## config.mk

```make
export PLATFORM = sky130hd
export DESIGN_NAME = sevenseg_scan
export DESIGN_NICKNAME = d
export VERILOG_FILES = /design/src/rtl/sevenseg_scan_pkg.sv /design/src/rtl/hex_glyph.sv /design/src/rtl/sevenseg_scan.sv
export SDC_FILE = /design/constraint.sdc
export NUM_CORES = 1
export LEC_CHECK = 0
export BUFFER_PORTS_ARGS = -buffer_cell sky130_fd_sc_hd__buf_2
export CAP_MARGIN = 20
export CELL_PAD_IN_SITES_DETAIL_PLACEMENT = 1
export CELL_PAD_IN_SITES_GLOBAL_PLACEMENT = 1
export CORE_ASPECT_RATIO = 1.75
export CORE_UTILIZATION = 25
export DETAILED_ROUTE_END_ITERATION = 8
export MAX_ROUTING_LAYER = met4
export PLACE_DENSITY = 0.49
export SETUP_SLACK_MARGIN = 0.1
export SYNTH_ARGS = -nofsm -noshare
export SYNTH_HDL_FRONTEND = slang
export SYNTH_HIERARCHICAL = 1
export SYNTH_SLANG_ARGS = --single-unit
```

## constraint.sdc

```tcl
create_clock -name clk -period 3.73 [get_ports clk]
set_clock_uncertainty 0.15 [all_clocks]
set_input_delay 0.1865 -clock clk [delete_from_list [all_inputs] [get_ports clk]]
set_output_delay 0.1865 -clock clk [all_outputs]
set_load 0.05 [all_outputs]
```

## src/rtl/sevenseg_scan_pkg.sv

```systemverilog
// Shared definitions for the seven-segment scanner: glyph constants (active low,
// {g,f,e,d,c,b,a} order) and a clog2 helper usable in parameter expressions.
package sevenseg_scan_pkg;

  localparam logic [6:0] GLYPH_0 = 7'b100_0000;
  localparam logic [6:0] GLYPH_1 = 7'b111_1001;
  localparam logic [6:0] GLYPH_2 = 7'b010_0100;
  localparam logic [6:0] GLYPH_3 = 7'b011_0000;
  localparam logic [6:0] GLYPH_4 = 7'b001_1001;
  localparam logic [6:0] GLYPH_5 = 7'b001_0010;
  localparam logic [6:0] GLYPH_6 = 7'b000_0010;
  localparam logic [6:0] GLYPH_7 = 7'b111_1000;
  localparam logic [6:0] GLYPH_8 = 7'b000_0000;
  localparam logic [6:0] GLYPH_9 = 7'b001_0000;
  localparam logic [6:0] GLYPH_A = 7'b000_1000;
  localparam logic [6:0] GLYPH_B = 7'b000_0011;
  localparam logic [6:0] GLYPH_C = 7'b100_0110;
  localparam logic [6:0] GLYPH_D = 7'b010_0001;
  localparam logic [6:0] GLYPH_E = 7'b000_0110;
  localparam logic [6:0] GLYPH_F = 7'b000_1110;

  localparam logic [6:0] SEG_DARK = 7'b111_1111;

  // Smallest w with 2**w >= value; 0 and 1 both give 0.
  function automatic int unsigned clog2(input int unsigned value);
    int unsigned result;
    result = 0;
    for (int i = 0; i < 32; i++) begin
      if ((64'd1 << i) < 64'(value)) begin
        result = i + 1;
      end
    end
    return result;
  endfunction

endpackage

```

## src/rtl/hex_glyph.sv

```systemverilog
// Combinational hex digit to active-low seven-segment glyph decoder.
module hex_glyph
  import sevenseg_scan_pkg::*;
(
  input  logic [3:0] digit_i,
  output logic [6:0] seg_o
);

  always_comb begin
    seg_o = SEG_DARK;
    case (digit_i)
      4'h0:    seg_o = GLYPH_0;
      4'h1:    seg_o = GLYPH_1;
      4'h2:    seg_o = GLYPH_2;
      4'h3:    seg_o = GLYPH_3;
      4'h4:    seg_o = GLYPH_4;
      4'h5:    seg_o = GLYPH_5;
      4'h6:    seg_o = GLYPH_6;
      4'h7:    seg_o = GLYPH_7;
      4'h8:    seg_o = GLYPH_8;
      4'h9:    seg_o = GLYPH_9;
      4'hA:    seg_o = GLYPH_A;
      4'hB:    seg_o = GLYPH_B;
      4'hC:    seg_o = GLYPH_C;
      4'hD:    seg_o = GLYPH_D;
      4'hE:    seg_o = GLYPH_E;
      default: seg_o = GLYPH_F;
    endcase
  end

endmodule

```

## src/rtl/sevenseg_scan.sv

```systemverilog
// Time-multiplexed common-anode seven-segment driver with per-slot guard interval
// and a snapshot of the inputs taken once per full scan to avoid tearing.
module sevenseg_scan
  import sevenseg_scan_pkg::*;
#(
  parameter int unsigned NUM_DIGITS   = 4,
  parameter int unsigned SLOT_CYCLES  = 100000,
  parameter int unsigned GUARD_CYCLES = 2
) (
  input  logic                    clk,
  input  logic                    rst,
  input  logic [4*NUM_DIGITS-1:0] value,
  input  logic [NUM_DIGITS-1:0]   dp,
  input  logic [NUM_DIGITS-1:0]   blank,
  input  logic                    lzb,
  output logic [6:0]              seg_L,
  output logic                    dp_L,
  output logic [NUM_DIGITS-1:0]   an_L
);

  if (NUM_DIGITS < 1 || NUM_DIGITS > 8) begin : gen_bad_num_digits
    $fatal(1, "sevenseg_scan: NUM_DIGITS must be in 1..8");
  end
  if (GUARD_CYCLES < 1) begin : gen_bad_guard
    $fatal(1, "sevenseg_scan: GUARD_CYCLES must be at least 1");
  end
  if (SLOT_CYCLES <= GUARD_CYCLES) begin : gen_bad_slot
    $fatal(1, "sevenseg_scan: SLOT_CYCLES must exceed GUARD_CYCLES");
  end

  localparam int unsigned CntW    = clog2(SLOT_CYCLES);
  localparam int unsigned IdxWRaw = clog2(NUM_DIGITS);
  localparam int unsigned IdxW    = (IdxWRaw < 1) ? 1 : IdxWRaw;

  localparam logic [CntW-1:0] CntLast  = CntW'(SLOT_CYCLES - 1);
  localparam logic [CntW-1:0] CntGuard = CntW'(GUARD_CYCLES);
  localparam logic [IdxW-1:0] IdxLast  = IdxW'(NUM_DIGITS - 1);

  logic [CntW-1:0]         cnt_q, cnt_d;
  logic [IdxW-1:0]         idx_q, idx_d;
  logic [4*NUM_DIGITS-1:0] snap_val_q;
  logic [NUM_DIGITS-1:0]   snap_dp_q, snap_blank_q;
  logic                    snap_lzb_q;
  logic [6:0]              seg_q, seg_d;
  logic                    dp_q, dp_d;
  logic [NUM_DIGITS-1:0]   an_q, an_d;

  logic       scan_start;
  logic [3:0] cur_digit;
  logic       cur_dp;
  logic       cur_blank;
  logic       lz_dark;
  logic       zero_run;
  logic       dark;
  logic       lit;
  logic [6:0] glyph_seg;

  assign scan_start = (cnt_q == '0) && (idx_q == '0);

  always_comb begin
    if (cnt_q == CntLast) begin
      cnt_d = '0;
      idx_d = (idx_q == IdxLast) ? '0 : idx_q + 1'b1;
    end else begin
      cnt_d = cnt_q + 1'b1;
      idx_d = idx_q;
    end
  end

  always_comb begin
    cur_digit = '0;
    cur_dp    = 1'b0;
    cur_blank = 1'b0;
    for (int k = 0; k < int'(NUM_DIGITS); k++) begin
      if (idx_q == IdxW'(k)) begin
        cur_digit = snap_val_q[4*k +: 4];
        cur_dp    = snap_dp_q[k];
        cur_blank = snap_blank_q[k];
      end
    end
  end

  // Walk from the most significant digit down; zero_run stays set while every
  // digit at or above k is zero. Digit 0 is never leading-zero blanked.
  always_comb begin
    lz_dark  = 1'b0;
    zero_run = 1'b1;
    for (int k = int'(NUM_DIGITS) - 1; k >= 0; k--) begin
      zero_run = zero_run && (snap_val_q[4*k +: 4] == 4'h0);
      if ((k != 0) && (idx_q == IdxW'(k)) && zero_run) begin
        lz_dark = snap_lzb_q;
      end
    end
  end

  hex_glyph u_hex_glyph (
    .digit_i (cur_digit),
    .seg_o   (glyph_seg)
  );

  assign dark = cur_blank || lz_dark;
  assign lit  = !dark && (cnt_q >= CntGuard);

  always_comb begin
    seg_d = dark ? SEG_DARK : glyph_seg;
    dp_d  = dark | ~cur_dp;
    an_d  = '1;
    for (int k = 0; k < int'(NUM_DIGITS); k++) begin
      if (lit && (idx_q == IdxW'(k))) begin
        an_d[k] = 1'b0;
      end
    end
  end

  always_ff @(posedge clk) begin
    if (rst) begin
      cnt_q        <= '0;
      idx_q        <= '0;
      snap_val_q   <= '0;
      snap_dp_q    <= '0;
      snap_blank_q <= '0;
      snap_lzb_q   <= 1'b0;
      seg_q        <= SEG_DARK;
      dp_q         <= 1'b1;
      an_q         <= '1;
    end else begin
      cnt_q <= cnt_d;
      idx_q <= idx_d;
      seg_q <= seg_d;
      dp_q  <= dp_d;
      an_q  <= an_d;
      if (scan_start) begin
        snap_val_q   <= value;
        snap_dp_q    <= dp;
        snap_blank_q <= blank;
        snap_lzb_q   <= lzb;
      end
    end
  end

  assign seg_L = seg_q;
  assign dp_L  = dp_q;
  assign an_L  = an_q;

endmodule

```

==> impl_metrics.json <==
{
  "status": "complete, no violations",
  "io_pins": 39,
  "cts_tree": "built",
  "path_max_fanout": 14,
  "drv_cap": 0,
  "ys_seq_elements": 56,
  "cp.required_ns": 3.74,
  "yosys_warnings": 6,
  "dieHeight_microns": 143,
  "layout.nets": 420,
  "grt_start_max_net_pins": 29,
  "final.setup.tns_ns": 0,
  "antenna_found_initial": 0,
  "avgSynthCellArea_sq_um": 8.65,
  "diodes": 0,
  "start_util_pct": 25.5,
  "reg2reg_from": "idx_q[1]",
  "ff2ff_path_depth": 11,
  "gp_congestion": 0.792,
  "syn_inst": 328,
  "hold_violations": 0,
  "rsz0062_at_grt": "false",
  "root_buffer": "clkbuf_16",
  "finalCritPeriodShare_pct": 83.5,
  "first_global_vias": 2406,
  "finalCriticalPeriod_ns": 3.11,
  "hp-start": "value[2]",
  "routedWlPerCell_microns": 14.3,
  "critPathLaunchType": "flip-flop",
  "ant_nets": 0,
  "grt_usage_pct": 13.7,
  "fin_ws_ns": 0.616,
  "crit_arrival_ns": 3.12,
  "place_ws_ns": 0.597,
  "holdPathStages": 3,
  "routed-via-count": 2415,
  "overflow": 0,
  "synth_cell_type_count": 37,
  "clkTransAtPathRegs_ns": 0.07,
  "ys_seq_area_share_pct": 39.5,
  "leakagePower_nw": 1.40,
  "dp_hpwl_mm": 5.76,
  "synth_nets": 369,
  "synth_edf_count": 0,
  "ys.flop_type": "dfxtp_1",
  "rows": 51,
  "post_cts_buffers": 0,
  "clock_latency_ns": 0.29,
  "routed_wl_mm": 7.32,
  "cp-startpoint": "idx_q[1]",
  "die_w_microns": 82.5,
  "critPathKind": "flip-flop to flip-flop",
  "end_kind": "flip-flop",
  "drt-initial-drc-count": 84,
  "worst_pin_slew_ns": 0.672,
  "dieArea_sq_um": 11800,
  "finalInstanceArea_sq_um": 3440,
  "power_density_nw_per_um2": 416,
  "cts_buffer_depth": 2,
  "cts_resized": 0,
  "setup_viol": 0,
  "maxSlewHeadroom_pct": 54.9,
  "placed_cell_area_sq_um": 3140,
  "syn_area_sq_um": 2840,
  "ctsHoldBuffers": 15,
  "first_pass_iters": 4,
  "ir_worst_vdd_v": 0.000193,
  "hold_class": "input port to flip-flop",
  "syn_to_final_growth_pct": 21.3,
  "maxSlewViolCount": 0,
  "viasPerCell": 4.73,
  "core-area_sq_um": 11100,
  "io_buffers": 38,
  "cts_made_buffers": 5,
  "drive_gt1_share_pct": 15.6,
  "async_reset_ff_share_pct": 0,
  "fmax_ghz": 0.321,
  "post-route-drc-count": 0,
  "h-tree-depth": 2,
  "grt_pass1_wl_mm": 11.7,
  "cts.sinks": 56
}
==> cells in the mapped netlist (6+ instances only) <==
cell type	instances	share of area, %
nand4_1	7	1.5
xnor2_1	7	2.2
nand3b_1	11	2.9
a21oi_1	18	3.2
clkbuf_1	11	1.5
inv_1	12	1.6
nand2_1	66	8.7
nor2_1	23	3.0
nand3_1	12	2.1
dfxtp_1	56	40
ha_1	14	6.2
nor4_1	6	1.3
o21ai_0	11	1.9
mux2i_1	29	10
or3_1	7	1.5
==> flip-flops by register name (all words and copies together), names as in the netlist <==
name / cells
cnt_q: 17
snap_val_q: 16
seg_L: 7
an_L: 4
snap_blank_q: 4
snap_dp_q: 4
idx_q: 2
dp_L: 1
snap_lzb_q: 1
==> through the flow <==
step	hold WS [ns]	instances	utilization, %	power [mW]
3_5_place_dp	0.294	489	28.3	0.953
5_1_grt	0.00614	511	31.0	1.52
3_3_place_gp	0.288	489	28.3	0.952
6_report	0.00177	511	31.0	1.43
4_1_cts	0.000816	511	31.0	1.46
2_1_floorplan	0.106	328	-	0.885
==> path summary, 6_finish.rpt <==
check / slack [ns] / end
hold / removal: 0.002 / snap_val_q[2]
hold reg to reg: 0.31 / snap_blank_q[2]
setup reg to reg: 0.62 / seg_L[3]
setup / recovery: 0.62 / seg_L[3]
==> cell usage in the layout, fill, tap and decap left out, drive strengths merged, types with 2 or more instances in the layout <==
| cell type | Yosys | layout |
|---|---|---|
| nand4 | 7 | 7 |
| inv | 12 | 12 |
| nor4 | 7 | 7 |
| dfxtp | 56 | 56 |
| nand3 | 12 | 12 |
| and3 | 3 | 3 |
| a21oi | 18 | 18 |
| xnor2 | 7 | 7 |
| xor2 | 5 | 5 |
| a22o | 3 | 3 |
| o21ai | 12 | 12 |
| ha | 14 | 14 |
| or4 | 6 | 6 |
| buf | 6 | 46 |
| mux2i | 29 | 29 |
| dlygate4sd3 | 0 | 15 |
| nand3b | 11 | 11 |
| nand2 | 66 | 66 |
| clkbuf | 11 | 7 |
| nor2 | 23 | 23 |
| or3 | 7 | 7 |
| o31ai | 2 | 2 |
==> layer usage <==
| layer | GRT usage [%] | up-vias | wire length [microns] |
|---|---|---|---|
| li1 | - | 1234 | - |
| met1 | 12.4 | 1147 | 2660 |
| met2 | 27.8 | 28 | 4410 |
| met3 | 2.11 | 6 | 147 |
| met4 | 4.08 | 0 | 95 |
| met5 | - | - | 0 |
==> critical path, cell delays in order (launching register included) <==
cell and delay [ns]:
dfxtp_1 0.36, inv_1 0.09, ha_1 0.32, nand3b_1 0.21, a21oi_1 0.16, a21oi_1 0.05, o21ai_0 0.44, inv_1 0.21
ha_1 0.32, inv_1 0.04, mux4_1 0.46, nand3b_1 0.16
==> cell type report <==
cell class                 instances  area [sq um]
fill                            1329          7660
timing repair buffer              61           400
clock buffer                       7           153
multi-input combinational        242          1550
sequential                        56          1120
inverter                          13          48.8
tap                              132           165
==> where the power goes <==
part | switching (mW) | total [mW] | leakage (nW) | internal, mW
logic | 0.158 | 0.273 | 0.861 | 0.114
clock network | 0.205 | 0.487 | 0.0760 | 0.282
registers | 0.0298 | 0.672 | 0.460 | 0.642
total | 0.393 | 1.43 | 1.40 | 1.04
==> logic make-up after synthesis <==
kind of cell             count (synthesis)  share of synthesized area, %
adder cells (fa/ha/maj)                 14                          6.18
AND/OR/NAND/NOR                        147                          25.5
buffers and inverters                   30                          5.73
multiplexers                            31                          11.6
XOR/XNOR                                12                          3.71
flip-flops                              56                          39.5
AO/OA/AOI/OAI                           38                          7.81
Note: power is estimated with default switching activity, not from simulation.
